==> config.mk <==
export PLATFORM = sky130hd
export DESIGN_NAME = t05_mem_responder_flat
export DESIGN_NICKNAME = d
export VERILOG_FILES = /design/src/rtl/t05_mem_responder_if.sv /design/src/rtl/t05_mem_responder.sv /design/src/flat_wrapper.sv
export SDC_FILE = /design/constraint.sdc
export NUM_CORES = 1
export LEC_CHECK = 0
export ABC_AREA = 0
export CORE_MARGIN = 2
export CORE_UTILIZATION = 44
export DETAILED_ROUTE_END_ITERATION = 12
export PLACE_DENSITY = 0.95
export REMOVE_ABC_BUFFERS = 1
export SLEW_MARGIN = 20
export SYNTH_ARGS = -nofsm -noshare
export SYNTH_HDL_FRONTEND = slang
export SYNTH_SLANG_ARGS = --single-unit
==> constraint.sdc <==
create_clock -name clk -period 4.8 [get_ports clk]
set_input_delay 0.72 -clock clk [delete_from_list [all_inputs] [get_ports clk]]
set_output_delay 0.72 -clock clk [all_outputs]
set_load 0.1 [all_outputs]
==> src/rtl/t05_mem_responder_if.sv <==
// Word-wide memory bus between the responder (master) and a memory/bus slave.
// The strobes are single-cycle; busy_i low ends the access and validates rdata_i.
interface t05_mem_responder_if;
    logic [31:0] adr_o;
    logic [31:0] wdata_o;
    logic        read_o;
    logic        write_o;
    logic [3:0]  sel_o;
    logic        busy_i;
    logic [31:0] rdata_i;

    modport master (
        output adr_o, wdata_o, read_o, write_o, sel_o,
        input  busy_i, rdata_i
    );

    modport slave (
        input  adr_o, wdata_o, read_o, write_o, sel_o,
        output busy_i, rdata_i
    );
endinterface

==> src/rtl/t05_mem_responder.sv <==
// CPU load/store responder: turns held read/write request levels into one bus
// access, stalls the pipeline until it completes, and flags misalignment or timeout.
module t05_mem_responder #(
    parameter logic [7:0] TIMEOUT = 8'd255
) (
    input  logic                        clk,
    input  logic                        nRst,
    input  logic                        mem_read,
    input  logic                        mem_write,
    input  logic [31:0]                 read_ad,
    input  logic [31:0]                 write_ad,
    input  logic [31:0]                 write_data,
    t05_mem_responder_if.master         bus,
    output logic [31:0]                 rdata_o,
    output logic                        freeze,
    output logic                        done,
    output logic                        err
);

    typedef enum logic [2:0] {
        S_IDLE,
        S_READ,
        S_WRITE,
        S_WAIT,
        S_DONE
    } state_t;

    state_t      state_q,    state_d;
    logic [31:0] adr_q,      adr_d;
    logic [31:0] wdata_q,    wdata_d;
    logic [3:0]  sel_q,      sel_d;
    logic        read_q,     read_d;
    logic        write_q,    write_d;
    logic [31:0] rdata_q,    rdata_d;
    logic        done_q,     done_d;
    logic        err_q,      err_d;
    logic        is_write_q, is_write_d;
    logic [7:0]  wait_cnt_q, wait_cnt_d;

    // Outputs are registered so that they describe the state being entered.
    always_comb begin
        state_d    = state_q;
        adr_d      = adr_q;
        wdata_d    = wdata_q;
        sel_d      = sel_q;
        read_d     = 1'b0;
        write_d    = 1'b0;
        rdata_d    = rdata_q;
        done_d     = 1'b0;
        err_d      = err_q;
        is_write_d = is_write_q;
        wait_cnt_d = wait_cnt_q;

        case (state_q)
            S_IDLE: begin
                if (mem_write) begin
                    is_write_d = 1'b1;
                    if (write_ad[1:0] != 2'b00) begin
                        state_d = S_DONE;
                        done_d  = 1'b1;
                        err_d   = 1'b1;
                        rdata_d = 32'h0;
                    end else begin
                        state_d    = S_WRITE;
                        write_d    = 1'b1;
                        adr_d      = {write_ad[31:2], 2'b00};
                        wdata_d    = write_data;
                        sel_d      = 4'hF;
                        wait_cnt_d = 8'd0;
                    end
                end else if (mem_read) begin
                    is_write_d = 1'b0;
                    if (read_ad[1:0] != 2'b00) begin
                        state_d = S_DONE;
                        done_d  = 1'b1;
                        err_d   = 1'b1;
                        rdata_d = 32'h0;
                    end else begin
                        state_d    = S_READ;
                        read_d     = 1'b1;
                        adr_d      = {read_ad[31:2], 2'b00};
                        sel_d      = 4'hF;
                        wait_cnt_d = 8'd0;
                    end
                end
            end
            S_READ,
            S_WRITE: state_d = S_WAIT;
            S_WAIT: begin
                if (!bus.busy_i) begin
                    state_d = S_DONE;
                    done_d  = 1'b1;
                    err_d   = 1'b0;
                    sel_d   = 4'h0;
                    if (!is_write_q) begin
                        rdata_d = bus.rdata_i;
                    end
                end else if (wait_cnt_q == TIMEOUT) begin
                    state_d = S_DONE;
                    done_d  = 1'b1;
                    err_d   = 1'b1;
                    sel_d   = 4'h0;
                    rdata_d = 32'h0;
                end else begin
                    wait_cnt_d = wait_cnt_q + 8'd1;
                end
            end
            S_DONE:  state_d = S_IDLE;
            default: state_d = S_IDLE;
        endcase
    end

    always_ff @(posedge clk or negedge nRst) begin
        if (!nRst) begin
            state_q    <= S_IDLE;
            adr_q      <= 32'h0;
            wdata_q    <= 32'h0;
            sel_q      <= 4'h0;
            read_q     <= 1'b0;
            write_q    <= 1'b0;
            rdata_q    <= 32'h0;
            done_q     <= 1'b0;
            err_q      <= 1'b0;
            is_write_q <= 1'b0;
            wait_cnt_q <= 8'd0;
        end else begin
            state_q    <= state_d;
            adr_q      <= adr_d;
            wdata_q    <= wdata_d;
            sel_q      <= sel_d;
            read_q     <= read_d;
            write_q    <= write_d;
            rdata_q    <= rdata_d;
            done_q     <= done_d;
            err_q      <= err_d;
            is_write_q <= is_write_d;
            wait_cnt_q <= wait_cnt_d;
        end
    end

    // Stall is gated by nRst so a request held during reset cannot freeze the PC.
    assign freeze = nRst &&
                    (((state_q == S_IDLE) && (mem_read || mem_write)) ||
                     (state_q == S_READ) || (state_q == S_WRITE) || (state_q == S_WAIT));

    assign bus.adr_o   = adr_q;
    assign bus.wdata_o = wdata_q;
    assign bus.sel_o   = sel_q;
    assign bus.read_o  = read_q;
    assign bus.write_o = write_q;
    assign rdata_o     = rdata_q;
    assign done        = done_q;
    assign err         = err_q;

endmodule

==> src/flat_wrapper.sv <==
// flat-port wrapper written by rule: the top's interface ports become plain ports
module t05_mem_responder_flat 
#(
    parameter logic [7:0] TIMEOUT = 8'd255
)
  (clk, nRst, mem_read, mem_write, read_ad, write_ad, write_data, rdata_o, freeze, done, err, bus_adr_o, bus_wdata_o, bus_read_o, bus_write_o, bus_sel_o, bus_busy_i, bus_rdata_i);
  t05_mem_responder_if bus_i ();
  input  logic clk;
  input  logic nRst;
  input  logic mem_read;
  input  logic mem_write;
  input  logic [31:0] read_ad;
  input  logic [31:0] write_ad;
  input  logic [31:0] write_data;
  output logic [31:0] rdata_o;
  output logic freeze;
  output logic done;
  output logic err;
  output wire logic [$bits(bus_i.adr_o)-1:0] bus_adr_o;
  output wire logic [$bits(bus_i.wdata_o)-1:0] bus_wdata_o;
  output wire logic [$bits(bus_i.read_o)-1:0] bus_read_o;
  output wire logic [$bits(bus_i.write_o)-1:0] bus_write_o;
  output wire logic [$bits(bus_i.sel_o)-1:0] bus_sel_o;
  input wire logic [$bits(bus_i.busy_i)-1:0] bus_busy_i;
  input wire logic [$bits(bus_i.rdata_i)-1:0] bus_rdata_i;
  assign bus_adr_o = bus_i.adr_o;
  assign bus_wdata_o = bus_i.wdata_o;
  assign bus_read_o = bus_i.read_o;
  assign bus_write_o = bus_i.write_o;
  assign bus_sel_o = bus_i.sel_o;
  assign bus_i.busy_i = bus_busy_i;
  assign bus_i.rdata_i = bus_rdata_i;
  t05_mem_responder #(.TIMEOUT(TIMEOUT)) u_core (.clk(clk), .nRst(nRst), .mem_read(mem_read), .mem_write(mem_write), .read_ad(read_ad), .write_ad(write_ad), .write_data(write_data), .bus(bus_i), .rdata_o(rdata_o), .freeze(freeze), .done(done), .err(err));
endmodule
### After elaboration in Yosys (flattened, before gate mapping)

Index checks and enable logic that the tools add are counted.
Widths: inputs -> output; s select.

| storage, ports and cells | value |
|---|---|
| flip-flop bits (word level) | 116 |
| latch bits | 0 |
| memory bits (writable) | 0 |
| ROM bits | 0 |
| input bits | 133 |
| output and inout port bits | 105 |
| logic and storage cells | 104 |
| memories kept | 0 |

| cells by class | value |
|---|---|
| $add $sub $neg | 1 |
| multiply operators | 0 |
| div/mod/pow operators | 0 |
| order comparisons | 0 |
| equality and inequality tests | 15 |
| shifts and indexed selects | 0 |
| muxes and demuxes | 56 |
| bitwise gates (word level) | 1 |
| reduce and logical (&&, ||, !) cells | 20 |

Operators with widths:

| cell | number |
|---|---|
| $mux 32 | 11 |
| $pmux 32 s2 | 1 |
| $mux 8 | 6 |
| $mux 4 | 6 |
| $mux 1 | 21 |
| $mux 3 | 6 |
| $pmux 8 s2 | 1 |
| $ne 3x3->1 const B | 4 |
| $reduce_and 6->1 | 2 |
| $reduce_and 5->1 | 2 |
| $ne 3x2->1 const B | 3 |
| $pmux 3 s3 | 1 |
| $add 8x1->8 const B | 1 |
| $eq 8x8->1 const B | 1 |
| $ne 2x2->1 const B | 4 |
| $pmux 4 s2 | 1 |
| $reduce_bool 2->1 | 4 |
| $eq 3x2->1 const B | 2 |
| $logic_or 1x1->1 | 4 |
| $pmux 1 s2 | 2 |
| $reduce_and 2->1 | 2 |
| $reduce_and 4->1 | 1 |
| $eq 3x1->1 const B | 1 |
| $logic_not 3->1 | 1 |
| 4 further kinds | 5 |

### Depth between registers and ports, before layout

| depth | value |
|---|---|
| depth after elaboration | 6 |
| mapped depth | 7 |

### Worst setup path before layout

Ideal clock, no wire load.

| path | value |
|---|---|
| path type | input to output |
| start point | in mem_write |
| end point | out freeze |
| data arrival time | 2.436 ns |
| path slack | 1.644 ns |
| stages | 3 |
| path buffers | 1 |
| cell sequence | buf_2 > nor2_1 > a21oi_1 |

| between the ends | value |
|---|---|
| longest elaborated chain between the ends | 6 |

RTL lines:

| element | RTL line | text |
|---|---|---|
| start: declaration | flat_wrapper.sv:11 | `input logic mem_write;` |
| $logic_or 1x1->1 | t05_mem_responder.sv:143 | `(((state_q == S_IDLE) && (mem_read \|\| mem_write)) \|\|` |
| $logic_and 1x1->1 | t05_mem_responder.sv:143 |  |
| $logic_or 1x1->1 | t05_mem_responder.sv:143 |  |
| $logic_or 1x1->1 (2 in a row) | t05_mem_responder.sv:144 | `(state_q == S_READ) \|\| (state_q == S_WRITE) \|\| (state_q == S_WAIT));` |
| $logic_and 1x1->1 | t05_mem_responder.sv:142 | `assign freeze = nRst &&` |
| end: declaration | flat_wrapper.sv:16 | `output logic freeze;` |

No other way between the ends.

### Final worst setup path

Ends and elaborated chain as after synthesis.

==> reports/qor.txt <==
Outcome: completed
Total GRT Usage: 0.218
Ratio of cells with drive above 1 in the final layout: 0.0923
Initial antenna violation count: 0
Final setup TNS: 0 ns
DRT Wirelength: 13.2 mm
Setup Buffers After CTS: 0
Remaining Overflow, GRT: 0
Iter 0 DRT Violations: 306
Worst EP required: 4.08 ns
Die height: 109 um
Crit path max fanout: 37
Final cycle utilization of the critical path: 0.596
DIE AREA: 11900 um2
CTS tree: yes
Worst-margin pin slew: 1.05 ns
Syn Area/Cell: 11.2 um2
DRT antenna net count: 0
Clock Tree Buf Depth: 2
Min Tclk post-route: 2.86 ns
CP arrival: 2.14 ns
Rel. slew slack: 0.300
Post-synthesis cell area: 4870 um2
Core Region: 10800 um2
Port Buffers: 235
Worst setup path category: input port to output pin
Vias in the first global route: 4264
Clock-pin slew on the worst setup and hold paths: 0.11 ns
Pin count of the biggest net entering global routing: 67
Seq/Total Area, Yosys: 0.571
Worst min-delay path class: input port to asynchronous set/reset pin
Final hold violations: 0
1st-pass router iterations: 5
Reg-to-reg setup timing slack: 2.57 ns
Clk Latency, worst-skew pair: 0.36 ns
CP endpoint kind: output pin
Number of synthesized flops with an enable pin: 0
First-pass GRT wire length: 20.2 mm
H-tree lvl count: 3
Maximum clock rate: 0.349 GHz
Setup violations, final: 0
Fin. max-slew vios: 0
Top-Level Pins: 238
Commonest non-fill, non-tap cell in the layout: clkdlybuf4s50_1
Asr flop ratio synth: 1.00
Seq cells post-synth: 111
Inserted Diodes: 0
Sink Count: 111
Clock Tree Root: clkbuf_8
CP startpoint kind: input port
Most frequent cells in the layout: clkdlybuf4s50_1, dfrtp_1, nand2_1
Synth cell types: 45
Hold_buf cts: 0
Clock Skew: 0.0193 ns
Fill cell count: 749
Cells after Synth: 436
Unrepaired setup endpoints after global routing: false
Final #Nets: 790
Yosys warns: 0
Num rows: 38
GP Congestion: 0.788
Starting Density: 0.451
Vias per cell: 5.17
DRC: 0
Die width: 109 um
Average wire per standard cell: 16.4 um
Total CTS buffers: 9
Number of max-cap violations: 0
Post-cts resize count: 0
Area grow syn2layout: 53.6%
Dominant synthesized flop cell: dfrtp_1
Dpl hpwl: 9.97 mm
Vias after detailed routing: 4141
-- metrics by stage --
step | instances | util | worst slack [ns] | hold WS, ns | instance area [um2]
2_1_floorplan | 406 | - | 1.40 | 0.424 | 4710
3_3_place_gp | 783 | 0.673 | 1.70 | 0.467 | 7260
3_5_place_dp | 783 | 0.673 | 1.61 | 0.478 | 7270
4_1_cts | 799 | 0.690 | 1.94 | 0.461 | 7450
5_1_grt | 801 | 0.693 | 1.85 | 0.510 | 7480
6_report | 801 | 0.693 | 1.94 | 0.445 | 7480
-- cell usage after synthesis, types with 4 or more instances --
library cell / n / share of area
a211o_1: 5 / 0.0090
a21oi_1: 5 / 0.0051
a22oi_1: 32 / 0.049
a31oi_1: 4 / 0.0051
buf_2: 17 / 0.017
buf_4: 5 / 0.0077
clkbuf_1: 9 / 0.0069
dfrtp_1: 111 / 0.57
inv_1: 35 / 0.027
mux2_2: 32 / 0.074
mux2i_1: 30 / 0.062
nand2_1: 40 / 0.031
nor2_1: 8 / 0.0062
o21ai_0: 25 / 0.026
o21ai_1: 39 / 0.040
-- routing by layer --
layer | GRT usage | vias to the layer above | part of all wire
li1 | - | 1963 | -
met1 | 0.240 | 1968 | 0.36
met2 | 0.408 | 185 | 0.54
met3 | 0.0562 | 25 | 0.075
met4 | 0.0668 | 0 | 0.020
met5 | 0 | - | 0
-- sequential cells by signal (all words and copies together) (netlist names) --
| signal | cells |
|---|---|
| u_core.err | 1 |
| u_core.bus.wdata_o | 32 |
| u_core.done | 1 |
| u_core.bus.sel_o | 1 |
| u_core.bus.read_o | 1 |
| u_core.bus.write_o | 1 |
| u_core.wait_cnt_q | 8 |
| u_core.rdata_o | 32 |
| u_core.is_write_q | 1 |
| u_core.bus.adr_o | 30 |
| u_core.state_q | 3 |
-- logic make-up (layout without fill, tap and decap cells) --
family / count (synthesis) / after routing / synth area share
AOI/OAI and AO/OA: 124 / 124 / 0.159
other: 1 / 2 / 0.000771
buffers and inverters: 66 / 290 / 0.0591
and+or+nand+nor: 71 / 71 / 0.0717
muxes: 62 / 62 / 0.136
DFF: 111 / 111 / 0.571
adders and majority gates: 1 / 1 / 0.00257
-- final timing paths --
check | from | to | cells after the start
hold reg to reg | u_core.err | u_core.err | 1
setup reg to reg | u_core.state_q[1] | u_core.rdata_o[20] | 4
min in group clk | u_core.err | u_core.err | 1
setup / recovery | mem_write | freeze | 4
hold / removal | nRst | u_core.rdata_o[11] | 1
max in group asynchronous | nRst | u_core.wait_cnt_q[7] | 2
-- layout make-up --
cell class,instances,area (um2),area share
Clock buffer,11,141,0.0189
Sequential cell,111,2780,0.372
Inverter,35,131,0.0176
Clock inverter,5,41.3,0.00552
Multi-Input combinational cell,260,1830,0.244
Tap cell,140,175,0.0234
Timing Repair Buffer,239,2380,0.319
-- worst max-delay path: stages --
cell and delay [ns]:
buf_2 0.71, nor2_1 0.18, a21oi_1 0.20, buf_4 0.31
Power is left out: the tool's default activity adds up to more than one toggle a clock period on the data nets, which glitch-free logic cannot reach.
